File: src/rtl/imm_gen_stage_pkg.sv
// Shared types and constants for the immediate-generation stage.
// Holds format codes, RV32I/RV64I major opcodes and the funct3 values that select shift-immediate decoding.
package imm_pkg;

   typedef enum logic [2:0] {
      FMT_NONE = 3'd0,
      FMT_I    = 3'd1,
      FMT_S    = 3'd2,
      FMT_B    = 3'd3,
      FMT_U    = 3'd4,
      FMT_J    = 3'd5,
      FMT_SH   = 3'd6,
      FMT_Z    = 3'd7
   } fmt_t;

   localparam logic [6:0] OPC_LUI    = 7'b0110111;
   localparam logic [6:0] OPC_AUIPC  = 7'b0010111;
   localparam logic [6:0] OPC_JAL    = 7'b1101111;
   localparam logic [6:0] OPC_JALR   = 7'b1100111;
   localparam logic [6:0] OPC_BRANCH = 7'b1100011;
   localparam logic [6:0] OPC_LOAD   = 7'b0000011;
   localparam logic [6:0] OPC_STORE  = 7'b0100011;
   localparam logic [6:0] OPC_OP_IMM = 7'b0010011;
   localparam logic [6:0] OPC_SYSTEM = 7'b1110011;

   localparam logic [2:0] F3_SLLI = 3'b001;
   localparam logic [2:0] F3_SRXI = 3'b101;

   // SLLI/SRLI/SRAI carry a shift amount instead of a 12-bit signed immediate.
   function automatic logic isShiftFunct3(input logic [2:0] funct3);
      return (funct3 == F3_SLLI) || (funct3 == F3_SRXI);
   endfunction

   function automatic logic isCsrImmFunct3(input logic [2:0] funct3);
      return funct3[2];
   endfunction

endpackage

File: src/rtl/imm_gen_stage_if.sv
// Upstream and downstream valid/ready channels of the immediate-generation stage.
// The stage uses the slave modport; whatever feeds and drains it uses master.
interface imm_gen_stage_if
   import imm_pkg::*;
#(
   parameter int XLEN = 32
) ();

   logic            in_valid;
   logic            in_ready;
   logic [31:0]     in_inst;
   logic [XLEN-1:0] in_pc;

   logic            out_valid;
   logic            out_ready;
   logic [XLEN-1:0] out_imm;
   fmt_t            out_fmt;
   logic            out_illegal;
   logic [XLEN-1:0] out_target;
   logic [XLEN-1:0] out_pc;

   modport slave (
      input  in_valid, in_inst, in_pc, out_ready,
      output in_ready, out_valid, out_imm, out_fmt, out_illegal, out_target, out_pc
   );

   modport master (
      output in_valid, in_inst, in_pc, out_ready,
      input  in_ready, out_valid, out_imm, out_fmt, out_illegal, out_target, out_pc
   );

endinterface

File: src/rtl/imm_gen_stage_decode.sv
// Combinational immediate decoder: instruction word and PC in, immediate, format,
// illegal flag and PC-relative target out.
module imm_decode
   import imm_pkg::*;
#(
   parameter int XLEN = 32
) (
   input  logic [31:0]     inst_i,
   input  logic [XLEN-1:0] pc_i,
   output logic [XLEN-1:0] imm_o,
   output fmt_t            fmt_o,
   output logic            illegal_o,
   output logic [XLEN-1:0] target_o
);

   logic [6:0]  opcode;
   logic [2:0]  funct3;
   logic [31:0] imm32;

   assign opcode = inst_i[6:0];
   assign funct3 = inst_i[14:12];

   // Every format fits in 32 bits already sign-extended; zero-extended fields keep bit 31 clear.
   always_comb begin
      imm32     = '0;
      fmt_o     = FMT_NONE;
      illegal_o = 1'b0;
      case (opcode)
         OPC_LUI, OPC_AUIPC: begin
            fmt_o = FMT_U;
            imm32 = {inst_i[31:12], 12'b0};
         end
         OPC_JAL: begin
            fmt_o = FMT_J;
            imm32 = {{11{inst_i[31]}}, inst_i[31], inst_i[19:12], inst_i[20], inst_i[30:21], 1'b0};
         end
         OPC_BRANCH: begin
            fmt_o = FMT_B;
            imm32 = {{19{inst_i[31]}}, inst_i[31], inst_i[7], inst_i[30:25], inst_i[11:8], 1'b0};
         end
         OPC_STORE: begin
            fmt_o = FMT_S;
            imm32 = {{20{inst_i[31]}}, inst_i[31:25], inst_i[11:7]};
         end
         OPC_JALR, OPC_LOAD: begin
            fmt_o = FMT_I;
            imm32 = {{20{inst_i[31]}}, inst_i[31:20]};
         end
         OPC_OP_IMM: begin
            if (isShiftFunct3(funct3)) begin
               fmt_o = FMT_SH;
               if (XLEN == 64) begin
                  imm32 = {26'b0, inst_i[25:20]};
               end else begin
                  imm32 = {27'b0, inst_i[24:20]};
               end
            end else begin
               fmt_o = FMT_I;
               imm32 = {{20{inst_i[31]}}, inst_i[31:20]};
            end
         end
         OPC_SYSTEM: begin
            if (isCsrImmFunct3(funct3)) begin
               fmt_o = FMT_Z;
               imm32 = {27'b0, inst_i[19:15]};
            end else begin
               fmt_o = FMT_I;
               imm32 = {{20{inst_i[31]}}, inst_i[31:20]};
            end
         end
         default: begin
            illegal_o = 1'b1;
         end
      endcase
   end

   assign imm_o    = XLEN'($signed(imm32));
   assign target_o = pc_i + imm_o;

endmodule

File: src/rtl/imm_gen_stage.sv
// Immediate-generation pipeline stage: decode at the input, then an output register
// backed by a single skid entry so upstream ready never depends on downstream ready.
module imm_gen_stage
   import imm_pkg::*;
#(
   parameter int XLEN = 32
) (
   input  logic           clk,
   input  logic           rst_n,
   input  logic           flush,
   imm_gen_stage_if.slave bus
);

   typedef struct packed {
      logic [XLEN-1:0] imm;
      logic [XLEN-1:0] target;
      logic [XLEN-1:0] pc;
      fmt_t            fmt;
      logic            illegal;
   } entry_t;

   logic [XLEN-1:0] decImm;
   logic [XLEN-1:0] decTarget;
   fmt_t            decFmt;
   logic            decIllegal;
   entry_t          decEntry;

   entry_t outEntry_q;
   entry_t outEntry_d;
   entry_t skidEntry_q;
   entry_t skidEntry_d;
   logic   outValid_q;
   logic   outValid_d;
   logic   skidValid_q;
   logic   skidValid_d;

   logic accept;
   logic outFire;
   logic outLoad;

   imm_decode #(
      .XLEN(XLEN)
   ) u_decode (
      .inst_i   (bus.in_inst),
      .pc_i     (bus.in_pc),
      .imm_o    (decImm),
      .fmt_o    (decFmt),
      .illegal_o(decIllegal),
      .target_o (decTarget)
   );

   assign decEntry = '{imm: decImm, target: decTarget, pc: bus.in_pc, fmt: decFmt, illegal: decIllegal};

   assign accept  = bus.in_valid & ~skidValid_q;
   assign outFire = outValid_q & bus.out_ready;
   assign outLoad = ~outValid_q | outFire;

   // The skid entry is older than any new input, so it always wins the output register;
   // upstream is already blocked while it is valid, so the two never compete.
   always_comb begin
      outEntry_d  = outEntry_q;
      skidEntry_d = skidEntry_q;
      outValid_d  = outValid_q;
      skidValid_d = skidValid_q;
      if (flush) begin
         outValid_d  = 1'b0;
         skidValid_d = 1'b0;
      end else if (outLoad) begin
         if (skidValid_q) begin
            outEntry_d  = skidEntry_q;
            outValid_d  = 1'b1;
            skidValid_d = 1'b0;
         end else begin
            outValid_d = accept;
            if (accept) begin
               outEntry_d = decEntry;
            end
         end
      end else if (accept) begin
         skidEntry_d = decEntry;
         skidValid_d = 1'b1;
      end
   end

   always_ff @(posedge clk or negedge rst_n) begin
      if (!rst_n) begin
         outEntry_q  <= '0;
         skidEntry_q <= '0;
         outValid_q  <= 1'b0;
         skidValid_q <= 1'b0;
      end else begin
         outEntry_q  <= outEntry_d;
         skidEntry_q <= skidEntry_d;
         outValid_q  <= outValid_d;
         skidValid_q <= skidValid_d;
      end
   end

   assign bus.in_ready    = ~skidValid_q;
   assign bus.out_valid   = outValid_q;
   assign bus.out_imm     = outEntry_q.imm;
   assign bus.out_fmt     = outEntry_q.fmt;
   assign bus.out_illegal = outEntry_q.illegal;
   assign bus.out_target  = outEntry_q.target;
   assign bus.out_pc      = outEntry_q.pc;

endmodule
File: src/flat_wrapper.sv
// flat-port wrapper written by rule: the top's interface ports become plain ports
module imm_gen_stage_flat import imm_pkg::*;
#(
   parameter int XLEN = 32
)
  (clk, rst_n, flush, bus_in_valid, bus_in_inst, bus_in_pc, bus_out_ready, bus_in_ready, bus_out_valid, bus_out_imm, bus_out_fmt, bus_out_illegal, bus_out_target, bus_out_pc);
  imm_gen_stage_if #(.XLEN(XLEN)) bus_i ();
  input  logic clk;
  input  logic rst_n;
  input  logic flush;
  input wire logic [$bits(bus_i.in_valid)-1:0] bus_in_valid;
  input wire logic [$bits(bus_i.in_inst)-1:0] bus_in_inst;
  input wire logic [$bits(bus_i.in_pc)-1:0] bus_in_pc;
  input wire logic [$bits(bus_i.out_ready)-1:0] bus_out_ready;
  output wire logic [$bits(bus_i.in_ready)-1:0] bus_in_ready;
  output wire logic [$bits(bus_i.out_valid)-1:0] bus_out_valid;
  output wire logic [$bits(bus_i.out_imm)-1:0] bus_out_imm;
  output wire logic [$bits(bus_i.out_fmt)-1:0] bus_out_fmt;
  output wire logic [$bits(bus_i.out_illegal)-1:0] bus_out_illegal;
  output wire logic [$bits(bus_i.out_target)-1:0] bus_out_target;
  output wire logic [$bits(bus_i.out_pc)-1:0] bus_out_pc;
  assign bus_i.in_valid = bus_in_valid;
  assign bus_i.in_inst = bus_in_inst;
  assign bus_i.in_pc = bus_in_pc;
  assign bus_i.out_ready = bus_out_ready;
  assign bus_in_ready = bus_i.in_ready;
  assign bus_out_valid = bus_i.out_valid;
  assign bus_out_imm = bus_i.out_imm;
  assign bus_out_fmt = bus_i.out_fmt;
  assign bus_out_illegal = bus_i.out_illegal;
  assign bus_out_target = bus_i.out_target;
  assign bus_out_pc = bus_i.out_pc;
  imm_gen_stage #(.XLEN(XLEN)) u_core (.clk(clk), .rst_n(rst_n), .flush(flush), .bus(bus_i));
endmodule
File: config.mk
export PLATFORM = sky130hd
export DESIGN_NAME = imm_gen_stage_flat
export DESIGN_NICKNAME = d
export VERILOG_FILES = /design/src/rtl/imm_gen_stage_pkg.sv /design/src/rtl/imm_gen_stage_if.sv /design/src/rtl/imm_gen_stage_decode.sv /design/src/rtl/imm_gen_stage.sv /design/src/flat_wrapper.sv
export SDC_FILE = /design/constraint.sdc
export NUM_CORES = 1
export LEC_CHECK = 0
export ABC_CLOCK_PERIOD_IN_PS = 2000
export CAP_MARGIN = 15
export CORE_UTILIZATION = 49
export DETAILED_ROUTE_END_ITERATION = 10
export GPL_ROUTABILITY_DRIVEN = 0
export PLACE_DENSITY = 0.77
export SLEW_MARGIN = 25
export SYNTH_ARGS = -nofsm -noshare
export SYNTH_HDL_FRONTEND = slang
export SYNTH_SLANG_ARGS = --single-unit
File: constraint.sdc
create_clock -name clk -period 2 [get_ports clk]
set_clock_uncertainty 0.1 [all_clocks]
set_input_delay 0.4 -clock clk [delete_from_list [all_inputs] [get_ports clk]]
set_output_delay 0.4 -clock clk [all_outputs]
set_load 0.005 [all_outputs]
# Word-level counts from Yosys, hierarchy flattened
# Cells that the tools add are included.
# word_totals
reg_bits	202
input_bits	69
out_inout_bits	102
elab_cells	55
# classes
n_addsub	1
eq_ne	11
muxes	15
bitwise_logic	7
reduce_logical	9
# ops
op	n
$pmux 32 s7	1
$mux 100	2
$mux 32	2
$add 32x32->32	1
$eq 7x7->1 const B	4
$pmux 3 s7	1
$eq 7x5->1 const B	2
$eq 7x6->1 const B	2
$reduce_or 9->1	1
$eq 7x2->1 const B	1
$mux 1	7
$mux 3	2
$reduce_and 3->1	2
$not 1->1	4
$reduce_bool 2->1	2
$reduce_or 2->1	2
$eq 3x1->1 const B	1
$eq 3x3->1 const B	1
$reduce_bool 3->1	1
$and 1x1->1	2
$logic_or 1x1->1	1
$or 1x1->1	1

# Depth between registers and ports, before layout
# logic_depth
depth_word	7
depth_mapped	20
ltp_nobuf	17

# Modules after synthesis
# From an unflattened synthesis, not the netlist that was laid out.
# hier_totals
hier_cells	875
area_unflattened_um2	11647.4
# modules_own_cells
mod	n_inst	cells_each	area_per_inst_um2	seq_area_each_um2
imm_gen_stage	1	544	9354.0	5054.8
imm_decode	1	331	2293.4	0.0

# Worst setup path before layout
# Ideal clock, no wire load.
# synth_timing
path_type	input to register
from	input bus_in_inst[5]
to	register u_core.outEntry_q, in the netlist u_core.bus.out_target[26]
setup_ps	127
t_arrival_ps	3809
t_required_ps	1773
slack_ps	-2036
cell_stages	20
n_path_buf	3
path_cell_list	clkbuf_1 nor3_1 a2bb2oi_1 a2bb2oi_1 o21ai_0 and2_1 clkbuf_1 a21oi_1 inv_1 ha_1 clkbuf_1 a21oi_1 o21ai_0 a221o_1 a221oi_2 o41ai_2 a21o_1 a21oi_1 mux2i_1 nand3_1
# synth_via
elab_chain_cells	6
elab_cells_between_ends	15
cone_classes	add/sub (1); eq/ne (9); mux (3); reduce/logical (2)
# synth_rtl
element	line	rtl
start: declaration	flat_wrapper.sv:12	input wire logic [$bits(bus_i.in_inst)-1:0] bus_in_inst;
$eq 7x7->1 (tied with other cells)	imm_gen_stage_decode.sv:28	case (opcode)
$reduce_or 2->1	imm_gen_stage_decode.sv:28	
$pmux 32 s7 *	imm_gen_stage_decode.sv:28	
named net u_core.decImm[15]	imm_gen_stage.sv:22	logic [XLEN-1:0] decImm;
$add 32x32->32 *	imm_gen_stage_decode.sv:78	assign target_o = pc_i + imm_o;
$mux 100 *	imm_gen_stage.sv:75	if (accept) begin
$mux 100 *	imm_gen_stage.sv:69	if (skidValid_q) begin
end signal: assignment	imm_gen_stage.sv:92	outEntry_q <= outEntry_d;
end: declaration	imm_gen_stage.sv:28	entry_t outEntry_q;
# The timed path passes the listed nets; every way through them passes the cells marked *. The select of a mux whose other input is x is not followed.
# A chain may end at the register's enable or synchronous reset.

# Worst setup path in the final report
# layout_timing
from	input bus_in_inst[5]
to	register u_core.skidEntry_q[66] in the netlist's numbering
# layout_via
elab_chain_cells	4
elab_cells_between_ends	13
cone_classes	add/sub (1); eq/ne (9); mux (1); reduce/logical (2)
# layout_rtl
element	line	rtl
$eq 7x7->1 (tied with other cells)	imm_gen_stage_decode.sv:28	
$reduce_or 2->1	imm_gen_stage_decode.sv:28	
$pmux 32 s7 *	imm_gen_stage_decode.sv:28	
named net u_core.decImm[18]	imm_gen_stage.sv:22	
$add 32x32->32 *	imm_gen_stage_decode.sv:78	
end signal: assignment	imm_gen_stage.sv:93	skidEntry_q <= skidEntry_d;
end: declaration	imm_gen_stage.sv:30	entry_t skidEntry_q;
# The timed path passes the listed nets; every way through them passes the cells marked *.

==> results.tsv <==
stage	metric	value	unit
placed_design	pre-CTS WS	-2.47	ns
cts	clock sink count	202	
sta	Slew Viols, Final	0	
power_and_ir_drop	part of the power in registers	43.8	%
worst_setup_path	WP data arrival	4.08	ns
logic_synthesis	mean post-synth cell area	9.31	um2
detailed_routing	DRC viols	0	
worst_setup_path	CP Launch Type	input port	
run	max cap viols	0	
placed_design	port bufs	170	
cells_and_area	final core occ	76.4	%
worst_setup_path	critical path peak fanout	8	
global_route	vias in the first global route	9857	
sta	Final Setup Violations	67	
power_and_ir_drop	Power Density	721	mW/mm2
cells_and_area	Multi-input gate area	0.00605	mm2
logic_synthesis	Synth cell types	60	
sta	crit path time final	3.81	ns
cells_and_area	# diodes	0	
cts	CTS buffer count	22	
cells_and_area	FF+latch area	0.00506	mm2
worst_setup_path	most used cell, CP	buf_6	
power_and_ir_drop	worst vdd ir	0.565	mV
hold_path	Hold Crit Class	input port to flop	
cells_and_area	Layout area overhead	53.1	%
logic_synthesis	syn nets	1228	
floorplan	Starting Density	49.9	%
floorplan	die height	148	um
detailed_routing	vias per cell	5.90	
sta	setup TNS	-81.13	ns
logic_synthesis	flops & latches, synth	202	
logic_synthesis	most frequently used flop master after synthesis	dfrtp_1	
cts	CTS tree	done	
floorplan	io pins	171	
detailed_routing	ANT nets after route	0	
detailed_routing	Pre-antenna DRT Iters	8	
sta	Slew HR	48.7	%
sta	Fin. Hold Viols	0	
global_route	largest net degree at the start of global routing	83	
power_and_ir_drop	Internal	8410	uW
cts	CTS clock-pin slew for the worst setup and hold paths	0.07	ns
placed_design	HPWL after DPL	22200	um
worst_setup_path	Slowest-stage cell, CP	a221oi_2	
worst_setup_path	CP required	2.27	ns
global_route	GRT Util Overall	29.6	%
sta	Setup WS post-layout	-1.81	ns
cells_and_area	Finished Cell Area	0.0161	mm2
logic_synthesis	Syn Inst Count	1127	
power_and_ir_drop	combinational group share of total power	22.3	%
logic_synthesis	YS warnings	0	
power_and_ir_drop	Psw	3170	uW
floorplan	die area	0.0220	mm2
logic_synthesis	Seq/Total Area, Yosys	48.2	%
detailed_routing	post-DR wirelength/cell	20.6	um
placed_design	Post-DP Area	0.0141	mm2
status	failing checks	setup timing	
sta	RSZ-0062 raised after global routing	yes	
floorplan	core area	0.0210	mm2
detailed_routing	Post-Route WL	36500	um
logic_synthesis	Post-synth EDFFs	0	
cells_and_area	layout cell share with drive strength beyond 1	31.6	%
worst_setup_path	slowest stage delay, CP	0.40	ns
global_route	global route total overflow	0	
cts	CTS max path bufs	3	
cells_and_area	final net count	1584	
placed_design	DP Cell Count	1691	
sta	FMAX	262	MHz
floorplan	DIE WIDTH	148	um
cells_and_area	Final Non-Filler Cells	1773	
status	status	complete, but fails checks	
worst_setup_path	Crit. End Element	flop	
detailed_routing	DR vias	10500	
power_and_ir_drop	switching share of total power	27.4	%
cts	clk_lat worst skew	0.51	ns
logic_synthesis	share of synthesized flip-flops with an asynchronous set or reset	100	%
power_and_ir_drop	Clk network pwr share	33.9	%
floorplan	# rows	53	
worst_setup_path	CP Cell Sequence	buf_4, buf_4, nand2_4, a2bb2oi_4, a2bb2oi_4, buf_6, o21ai_4, and2_4, buf_6, a21oi_4, inv_2, ha_4, and2_4, a221o_1, a221oi_2, o41ai_4, nand4_1, and4_4, buf_6, mux2i_1, o21ai_1	
global_route	global-route wire length before repair	50800	um
power_and_ir_drop	Static Leakage	0.00755	uW
logic_synthesis	synthesized cell area	0.0105	mm2
cts	Root Buffer	clkbuf_16	
worst_setup_path	setup slack, reg-to-reg	-0.01	ns
detailed_routing	first-iteration detailed-routing DRC count	863	
worst_setup_path	Setup Crit Path Kind	input port to flop	
sta	final period utilization	191	%
cts	H-tree depth	1	
global_route	initial antenna violation count	0	
sta	worst-margin pin slew	0.759	ns
cells_and_area	Filler cells	1239	
## layout make-up
cell class | instances | share of cell area, %
sequential | 202 | 31.5
timing repair buffer | 402 | 23.5
inverter | 40 | 0.982
clock buffer | 35 | 3.93
clock inverter | 4 | 0.280
multi-input combinational | 815 | 37.6
tap | 275 | 2.14
## worst paths after layout
kind / startpoint / to / cells past startpoint
max in group asynchronous: rst_n / u_core.bus.out_pc[2] / 3
worst max register to register: u_core.skidValid_q / u_core.bus.out_target[29] / 9
worst max-delay path: bus_in_inst[5] / u_core.skidEntry_q[66] / 21
min in group asynchronous: rst_n / u_core.bus.out_pc[27] / 2
worst min register to register: u_core.bus.out_pc[29] / u_core.bus.out_pc[29] / 2
worst min-delay path: bus_in_inst[13] / u_core.skidEntry_q[81] / 4
## per-layer routing
| metal | track usage, % | wire [um] | share of wire [%] | vias up |
|---|---|---|---|---|
| met2 | 49.3 | 17500 | 48 | 579 |
| met4 | 16.6 | 2630 | 7.2 | 0 |
| met3 | 3.93 | 2480 | 6.8 | 193 |
| met5 | 0 | 0 | 0 | - |
| li1 | - | - | - | 4630 |
| met1 | 37.2 | 13900 | 38 | 5064 |
## cell usage after synthesis (7+ instances only)
master	number	area, um2
a31oi_1	11	68.8
and2_1	8	50.1
a21o_1	16	120
nor3_1	9	45.0
inv_1	40	150
buf_1	7	26.3
o21ai_0	154	771
mux2i_1	48	480
nand3_1	12	60.1
nor2b_1	10	62.6
dfrtp_1	202	5050
a21oi_1	96	480
nand2b_1	7	43.8
xor2_1	14	123
nand2_1	187	702
ha_1	31	388
and3_1	14	87.6
nor2_1	69	259
clkbuf_1	58	218
mux2_2	48	541
xnor2_1	11	96.3
## state kept, by name, indices dropped and copies added, names as in the netlist
name                    cells
u_core.skidValid_q          1
u_core.bus.out_imm         32
u_core.bus.out_fmt          3
u_core.bus.out_pc          32
u_core.bus.out_illegal      1
u_core.bus.out_valid        1
u_core.skidEntry_q        100
u_core.bus.out_target      32
## kinds of logic (layout without fill, tap and decap cells)
family	Yosys count	in the layout	synth area share, %
xor+xnor	25	25	2.09
compound gates	328	328	18.4
buf+inv	110	481	3.99
mux	96	96	9.73
fa+ha+maj	32	32	3.89
simple gates	334	334	13.7
flops	202	202	48.2
## timing repair
| action | in CTS | in global routing |
|---|---|---|
| resized for setup | 166 | 117 |
| pin swaps | 66 | 81 |
| setup buffers | 49 | 29 |
| setup endpoints to repair | 117 | 104 |
| gates cloned | 1 | 1 |
| hold buffers | 1 | 0 |
| hold endpoints to repair | 42 | 0 |
## power by group through the flow
stage	clock (uW)	sequential, uW	combinational (uW)
2_1_floorplan	0	5060	988
3_3_place_gp	0	5080	2190
3_5_place_dp	0	5110	2260
4_1_cts	3940	5050	2390
5_1_grt	4110	5140	2780
6_report	3920	5070	2580
## metrics by stage
| step | power [uW] | hold WS [ns] |
|---|---|---|
| after global placement | 7280 | 0.283 |
| after global routing | 12000 | 0.294 |
| final | 11600 | 0.276 |
| after CTS | 11400 | 0.242 |
| after detailed placement | 7380 | 0.281 |
| after floorplan | 6040 | 0.00441 |
## worst max-delay path, delay by kind of cell
kind | cells | cell delay (ns)
AND/OR/NAND/NOR | 5 | 0.78
adder cells (fa/ha/maj) | 1 | 0.22
multiplexers | 1 | 0.24
AO/OA/AOI/OAI | 8 | 1.69
buffers and inverters | 6 | 0.73
## cell usage in the layout (no fill, tap or decap), drive strengths merged, types with 5 or more instances in the layout
cell type / count
nand3: 12
a21o: 16
o21a: 6
a21oi: 96
ha: 31
nand2: 187
xor2: 14
nor2b: 10
mux2: 48
nor2: 69
nor3: 9
xnor2: 11
clkdlybuf4s50: 155
a222oi: 5
buf: 239
o21ai: 157
inv: 40
mux2i: 48
nand2b: 7
a31oi: 12
o211ai: 5
dfrtp: 202
clkbuf: 38
and2: 8
and3: 14
No activity file was read; power rests on OpenSTA's default activity.
